<file path="src/rtl/ps2_scancode_fifo.sv">
// PS/2 keyboard receiver: pin sync, 11-bit deframing, E0/F0 prefix assembly
// and a first-word-fall-through FIFO of 32-bit scancodes.
module ps2_scancode_fifo #(
  parameter int FIFO_DEPTH   = 8,
  parameter int SYNC_STAGES  = 2,
  parameter int TIMEOUT_BITS = 20,
  parameter int CHECK_PARITY = 1
) (
  input  logic                          clk,
  input  logic                          reset_n,
  input  logic                          ps2_clk,
  input  logic                          ps2_data,
  input  logic                          rd_en,
  input  logic                          clr_errors,
  output logic [31:0]                   code,
  output logic                          code_valid,
  output logic [$clog2(FIFO_DEPTH):0]   fifo_count,
  output logic                          overflow,
  output logic                          frame_err
);

  localparam int AW = $clog2(FIFO_DEPTH);
  localparam int CW = AW + 1;
  localparam logic [TIMEOUT_BITS-1:0] TO_LIMIT =
    {1'b1, {(TIMEOUT_BITS-1){1'b0}}};

  logic [SYNC_STAGES-1:0]  ck_sync_q, dt_sync_q;
  logic                    ck_prev_q;
  logic                    ck_s, dt_s, fall;

  logic [10:0]             frame_q, frame_d;
  logic [3:0]              bitcnt_q, bitcnt_d;
  logic [TIMEOUT_BITS-1:0] idle_q, idle_d;
  logic [31:0]             acc_q, acc_d;
  logic                    err_d, frame_err_q;
  logic [7:0]              rx_byte;
  logic                    frame_ok, is_prefix;
  logic                    push;
  logic [31:0]             push_code;

  logic [31:0]             mem_q [FIFO_DEPTH];
  logic [AW-1:0]           wptr_q, rptr_q;
  logic [CW-1:0]           count_q, count_d;
  logic                    ovf_q, ovf_d;
  logic                    full, pop, wr;

  assign ck_s = ck_sync_q[SYNC_STAGES-1];
  assign dt_s = dt_sync_q[SYNC_STAGES-1];
  assign fall = ck_prev_q & ~ck_s;

  always_ff @(posedge clk or negedge reset_n) begin
    if (!reset_n) begin
      ck_sync_q <= '1;
      dt_sync_q <= '1;
      ck_prev_q <= 1'b1;
    end else begin
      ck_sync_q <= {ck_sync_q[SYNC_STAGES-2:0], ps2_clk};
      dt_sync_q <= {dt_sync_q[SYNC_STAGES-2:0], ps2_data};
      ck_prev_q <= ck_s;
    end
  end

  // frame layout: [0] start, [8:1] data, [9] parity, [10] stop
  assign rx_byte   = frame_q[8:1];
  assign frame_ok  = ~frame_q[0] & frame_q[10] &
                     ((CHECK_PARITY == 0) | (^frame_q[9:1]));
  assign is_prefix = (rx_byte == 8'hE0) | (rx_byte == 8'hF0);
  assign push_code = {acc_q[23:0], rx_byte};

  always_comb begin
    frame_d  = frame_q;
    bitcnt_d = bitcnt_q;
    idle_d   = idle_q;
    acc_d    = acc_q;
    err_d    = 1'b0;
    push     = 1'b0;
    if (bitcnt_q == 4'd11) begin
      bitcnt_d = '0;
      idle_d   = '0;
      if (!frame_ok) begin
        err_d = 1'b1;
        acc_d = '0;
      end else if (is_prefix) begin
        acc_d = {acc_q[23:0], rx_byte};
      end else begin
        push  = 1'b1;
        acc_d = '0;
      end
    end else if (bitcnt_q != 4'd0 && idle_q == TO_LIMIT) begin
      bitcnt_d = '0;
      idle_d   = '0;
      acc_d    = '0;
      err_d    = 1'b1;
    end else if (fall) begin
      frame_d  = {dt_s, frame_q[10:1]};
      bitcnt_d = bitcnt_q + 4'd1;
      idle_d   = '0;
    end else if (bitcnt_q != 4'd0) begin
      idle_d = idle_q + 1'b1;
    end else begin
      idle_d = '0;
    end
  end

  always_ff @(posedge clk or negedge reset_n) begin
    if (!reset_n) begin
      frame_q     <= '0;
      bitcnt_q    <= '0;
      idle_q      <= '0;
      acc_q       <= '0;
      frame_err_q <= 1'b0;
    end else begin
      frame_q     <= frame_d;
      bitcnt_q    <= bitcnt_d;
      idle_q      <= idle_d;
      acc_q       <= acc_d;
      frame_err_q <= err_d;
    end
  end

  assign full = (count_q == CW'(FIFO_DEPTH));
  assign pop  = rd_en & (count_q != '0);
  assign wr   = push & (~full | pop);

  always_comb begin
    count_d = count_q + CW'(wr) - CW'(pop);
    ovf_d   = ovf_q;
    if (push && full && !pop) begin
      ovf_d = 1'b1;
    end else if (clr_errors) begin
      ovf_d = 1'b0;
    end
  end

  always_ff @(posedge clk or negedge reset_n) begin
    if (!reset_n) begin
      wptr_q  <= '0;
      rptr_q  <= '0;
      count_q <= '0;
      ovf_q   <= 1'b0;
    end else begin
      if (wr)  wptr_q <= wptr_q + 1'b1;
      if (pop) rptr_q <= rptr_q + 1'b1;
      count_q <= count_d;
      ovf_q   <= ovf_d;
    end
  end

  always_ff @(posedge clk) begin
    if (wr) mem_q[wptr_q] <= push_code;
  end

  assign code_valid = (count_q != '0);
  assign code       = code_valid ? mem_q[rptr_q] : 32'h0;
  assign fifo_count = count_q;
  assign overflow   = ovf_q;
  assign frame_err  = frame_err_q;

endmodule
</file>
<file path="config.mk">
export PLATFORM = sky130hd
export DESIGN_NAME = ps2_scancode_fifo
export DESIGN_NICKNAME = d
export VERILOG_FILES = /design/src/rtl/ps2_scancode_fifo.sv
export SDC_FILE = /design/constraint.sdc
export NUM_CORES = 1
export LEC_CHECK = 0
export ABC_AREA = 1
export BUFFER_PORTS_ARGS = -buffer_cell sky130_fd_sc_hd__buf_2
export CELL_PAD_IN_SITES_DETAIL_PLACEMENT = 0
export CELL_PAD_IN_SITES_GLOBAL_PLACEMENT = 1
export CORE_ASPECT_RATIO = 0.7
export CORE_MARGIN = 1.5
export CORE_UTILIZATION = 54
export CTS_CLUSTER_DIAMETER = 40
export DETAILED_ROUTE_END_ITERATION = 7
export PLACE_DENSITY = 0.87
export SLEW_MARGIN = 0
export SYNTH_ARGS = -nofsm -noshare
export SYNTH_HDL_FRONTEND = slang
export SYNTH_SLANG_ARGS = --single-unit
export TNS_END_PERCENT = 30
</file>
<file path="constraint.sdc">
create_clock -name clk -period 6.8 [get_ports clk]
set_clock_uncertainty 0.2 [all_clocks]
set_input_delay 0.34 -clock clk [delete_from_list [all_inputs] [get_ports clk]]
set_output_delay 0.34 -clock clk [all_outputs]
set_load 0.01 [all_outputs]
</file>
==> flow_summary.json <==
{
  "outcome": "complete, but fails checks",
  "violations": "DRC",
  "wl_per_cell_um": 18.5,
  "antennaDiodeCount": 0,
  "cts_sinks": 332,
  "ys_ff_latch": 332,
  "yosys.area.top_type_share_pct": 55.7,
  "yosys-top-cells-area": "edfxtp_1 56%, dfrtp_1 13%, nor2_1 8.5%",
  "crit_fanout": 66,
  "dp_hpwl_um": 16700,
  "fill_cells": 1960,
  "die_area_um2": 26500,
  "peakVddDrop_v": 0.000266,
  "rows": 48,
  "worstSkewPairLatency_ns": 0.50,
  "synth_seq_area_share_pct": 69.5,
  "crit_path_start_kind": "flip-flop",
  "detail_route.iter0.violations": 840,
  "fmax_mhz": 258,
  "cts_buffers": 37,
  "layout_commonest_cell": "nor2_1",
  "slew_violations": 0,
  "synth_cells": 1210,
  "grt_pass1_vias": 8213,
  "drv_cap": 0,
  "grtUsageTotal_pct": 22.8,
  "rrSetupSlack_ns": 3.16,
  "yosysWarnings": 0,
  "met3WireLength_um": 1840,
  "grt_pass1_wl_um": 46300,
  "die_h_um": 137,
  "power_density_nw_per_um2": 400,
  "grt-ovfl-total": 0,
  "grt_max_degree": 111,
  "reg2reg_depth": 8,
  "boundaryPins": 45,
  "top_layer_used": "met4",
  "final_core_util_pct": 62.3,
  "cp.arrival_ns": 3.34,
  "setup_viol": 0,
  "cp_data_required_time_ns": 6.26,
  "hold_violations": 0,
  "critPathCapture": "code[9]",
  "worst-setup-path-type": "reg -> out",
  "worstReg2RegStart": "frame_q[5]$_DFFE_PN0P_",
  "p_leak_uw": 0.00585,
  "finalCriticalPeriod_ns": 3.88,
  "period_share_pct": 57.1,
  "clkTransAtPathRegs_ns": 0.06,
  "firstDrtPassIters": 8,
  "end_kind": "primary output",
  "drcViolationCount": 5,
  "syn_area_um2": 13800,
  "start_util_pct": 55.5,
  "cts_tree": "done",
  "viasPerCell": 5.60,
  "cts-htree-levels": 2,
  "syn-num-nets": 1233,
  "num-nets-final": 1267,
  "wl_um": 29600,
  "wl_met1_um": 14600,
  "setup_tns_ns": 0,
  "rsz0062_at_grt": "no",
  "hp-class": "in -> async",
  "ff_latch_area_um2": 9600,
  "via_count": 8928,
  "synth_cell_type_count": 34,
  "syn_to_final_growth_pct": 12.2,
  "regToRegEndpoint": "mem_q[6][8]$_DFFE_PP_",
  "setup.worst_path.start": "rptr_q[0]$_DFFE_PN0N_",
  "gp_congestion": 0.802,
  "antenna_found_initial": 1,
  "layout-drive-gt1-share_pct": 12.0,
  "cts_buffer_depth": 3,
  "multi_input_area_um2": 3740,
  "root_buffer": "clkbuf_16",
  "die_width_um": 194,
  "met2WireLength_um": 12600,
  "port_buffers": 44,
  "syn_avg_cell_area_um2": 11.4,
  "drt.antenna.violating_nets": 0,
  "worst_pin_slew_ns": 1.21,
  "yosysTopAreaCell": "edfxtp_1",
  "relSlewSlack_pct": 18.9,
  "coreArea_um2": 24900,
  "final_cell_mix": "305 x nor2_1, 256 x edfxtp_1, 156 x o21ai_0, 125 x nand2_1, 69 x dfrtp_1"
}
[area by class of cell]
| type | instances | share of cell area (%) |
|---|---|---|
| Tap cell | 325 | 2.63 |
| Clock inverter | 16 | 1.16 |
| Multi-Input combinational cell | 762 | 24.1 |
| Timing Repair Buffer | 56 | 2.08 |
| Inverter | 55 | 1.34 |
| Clock buffer | 49 | 6.66 |
| Sequential cell | 332 | 62.0 |
[worst min path at each step]
stage	depth (start not counted)	from	to
global route	2	reset_n	frame_q[6]$_DFFE_PN0P_
global placement	1	reset_n	bitcnt_q[0]$_DFFE_PN0P_
floorplan	0	reset_n	acc_q[0]$_DFFE_PN0P_
detailed placement	1	reset_n	bitcnt_q[0]$_DFFE_PN0P_
CTS	2	reset_n	frame_q[10]$_DFFE_PN0P_
finish	2	reset_n	bitcnt_q[0]$_DFFE_PN0P_
[worst max-delay path, stage by stage, from the launching register on]
cell and delay [ns]:
dfrtp_4 0.57, clkinv_2 0.63, buf_4 0.68, o21ai_0 0.21, o21ai_1 0.14, o21ai_1 0.09, nor2_1 0.27, buf_2 0.20
[registers in the layout (all words and copies together), names as in the netlist]
signal,count
dt_sync_q,2
ck_sync_q,2
bitcnt_q,4
fifo_count,4
wptr_q,3
rptr_q,3
frame_q,11
idle_q,20
acc_q,24
ck_prev_q,1
frame_err,1
mem_q,256
overflow,1
[cell usage after synthesis]
master / n
nand3_1: 43
a21oi_1: 5
dfrtp_1: 71
nand4_2: 1
nand3b_1: 1
a31oi_1: 1
buf_1: 1
nor2_1: 313
nand4_1: 5
nor3_2: 2
buf_4: 3
xor2_1: 11
xnor2_1: 4
edfxtp_1: 256
ha_1: 16
nor3_4: 1
inv_2: 5
inv_1: 50
clkbuf_1: 26
nand2_1: 125
or2_2: 1
nor2_2: 3
buf_2: 24
nand2_2: 2
dfstp_2: 5
o21ai_0: 156
nand3_2: 9
nor3_1: 8
buf_6: 7
nor2_4: 1
o21bai_1: 1
o21ai_1: 20
fa_1: 1
o32ai_1: 32
[per-layer routing]
| layer | vias up | global-route usage (%) |
|---|---|---|
| met3 | 46 | 3.70 |
| met5 | - | 0 |
| met2 | 273 | 33.6 |
| li1 | 4271 | - |
| met4 | 0 | 5.64 |
| met1 | 4338 | 35.6 |
[per-stage QoR]
step / power, uW / cell area [um2] / hold slack [ns] / worst slack, ns / instances
5_1_grt: 6550 / 15500 / 0.0232 / 2.64 / 1595
4_1_cts: 6230 / 15500 / 0.00200 / 2.92 / 1595
3_5_place_dp: 4270 / 14200 / -0.0127 / 3.17 / 1526
2_1_floorplan: 3710 / 13800 / -0.156 / 3.26 / 1210
3_3_place_gp: 4230 / 14200 / -0.00996 / 3.26 / 1526
6_report: 6200 / 15500 / 0.00611 / 2.92 / 1595
[kinds of logic (layout without fill, tap and decap cells)]
| logic type | after synthesis | count (layout) | share of synthesized area, % |
|---|---|---|---|
| flip-flops | 332 | 332 | 69.5 |
| adder cells (fa/ha/maj) | 17 | 17 | 1.60 |
| XOR/XNOR | 15 | 15 | 0.952 |
| AO/OA/AOI/OAI | 215 | 215 | 8.69 |
| buffers and inverters | 116 | 176 | 3.83 |
| AND/OR/NAND/NOR | 515 | 515 | 15.4 |
[report_power, final]
group	switching [uW]	internal (uW)
sequential	170	2290
combinational	1180	604
clock	797	1160
[timing repair]
action | CTS | global route
gates resized for setup | 0 | 0
setup buffers | 0 | 0
hold buffers | 4 | 0
setup endpoints to repair | 0 | 0
hold endpoints to repair | 14 | 0
(Power assumes the default switching activity.)
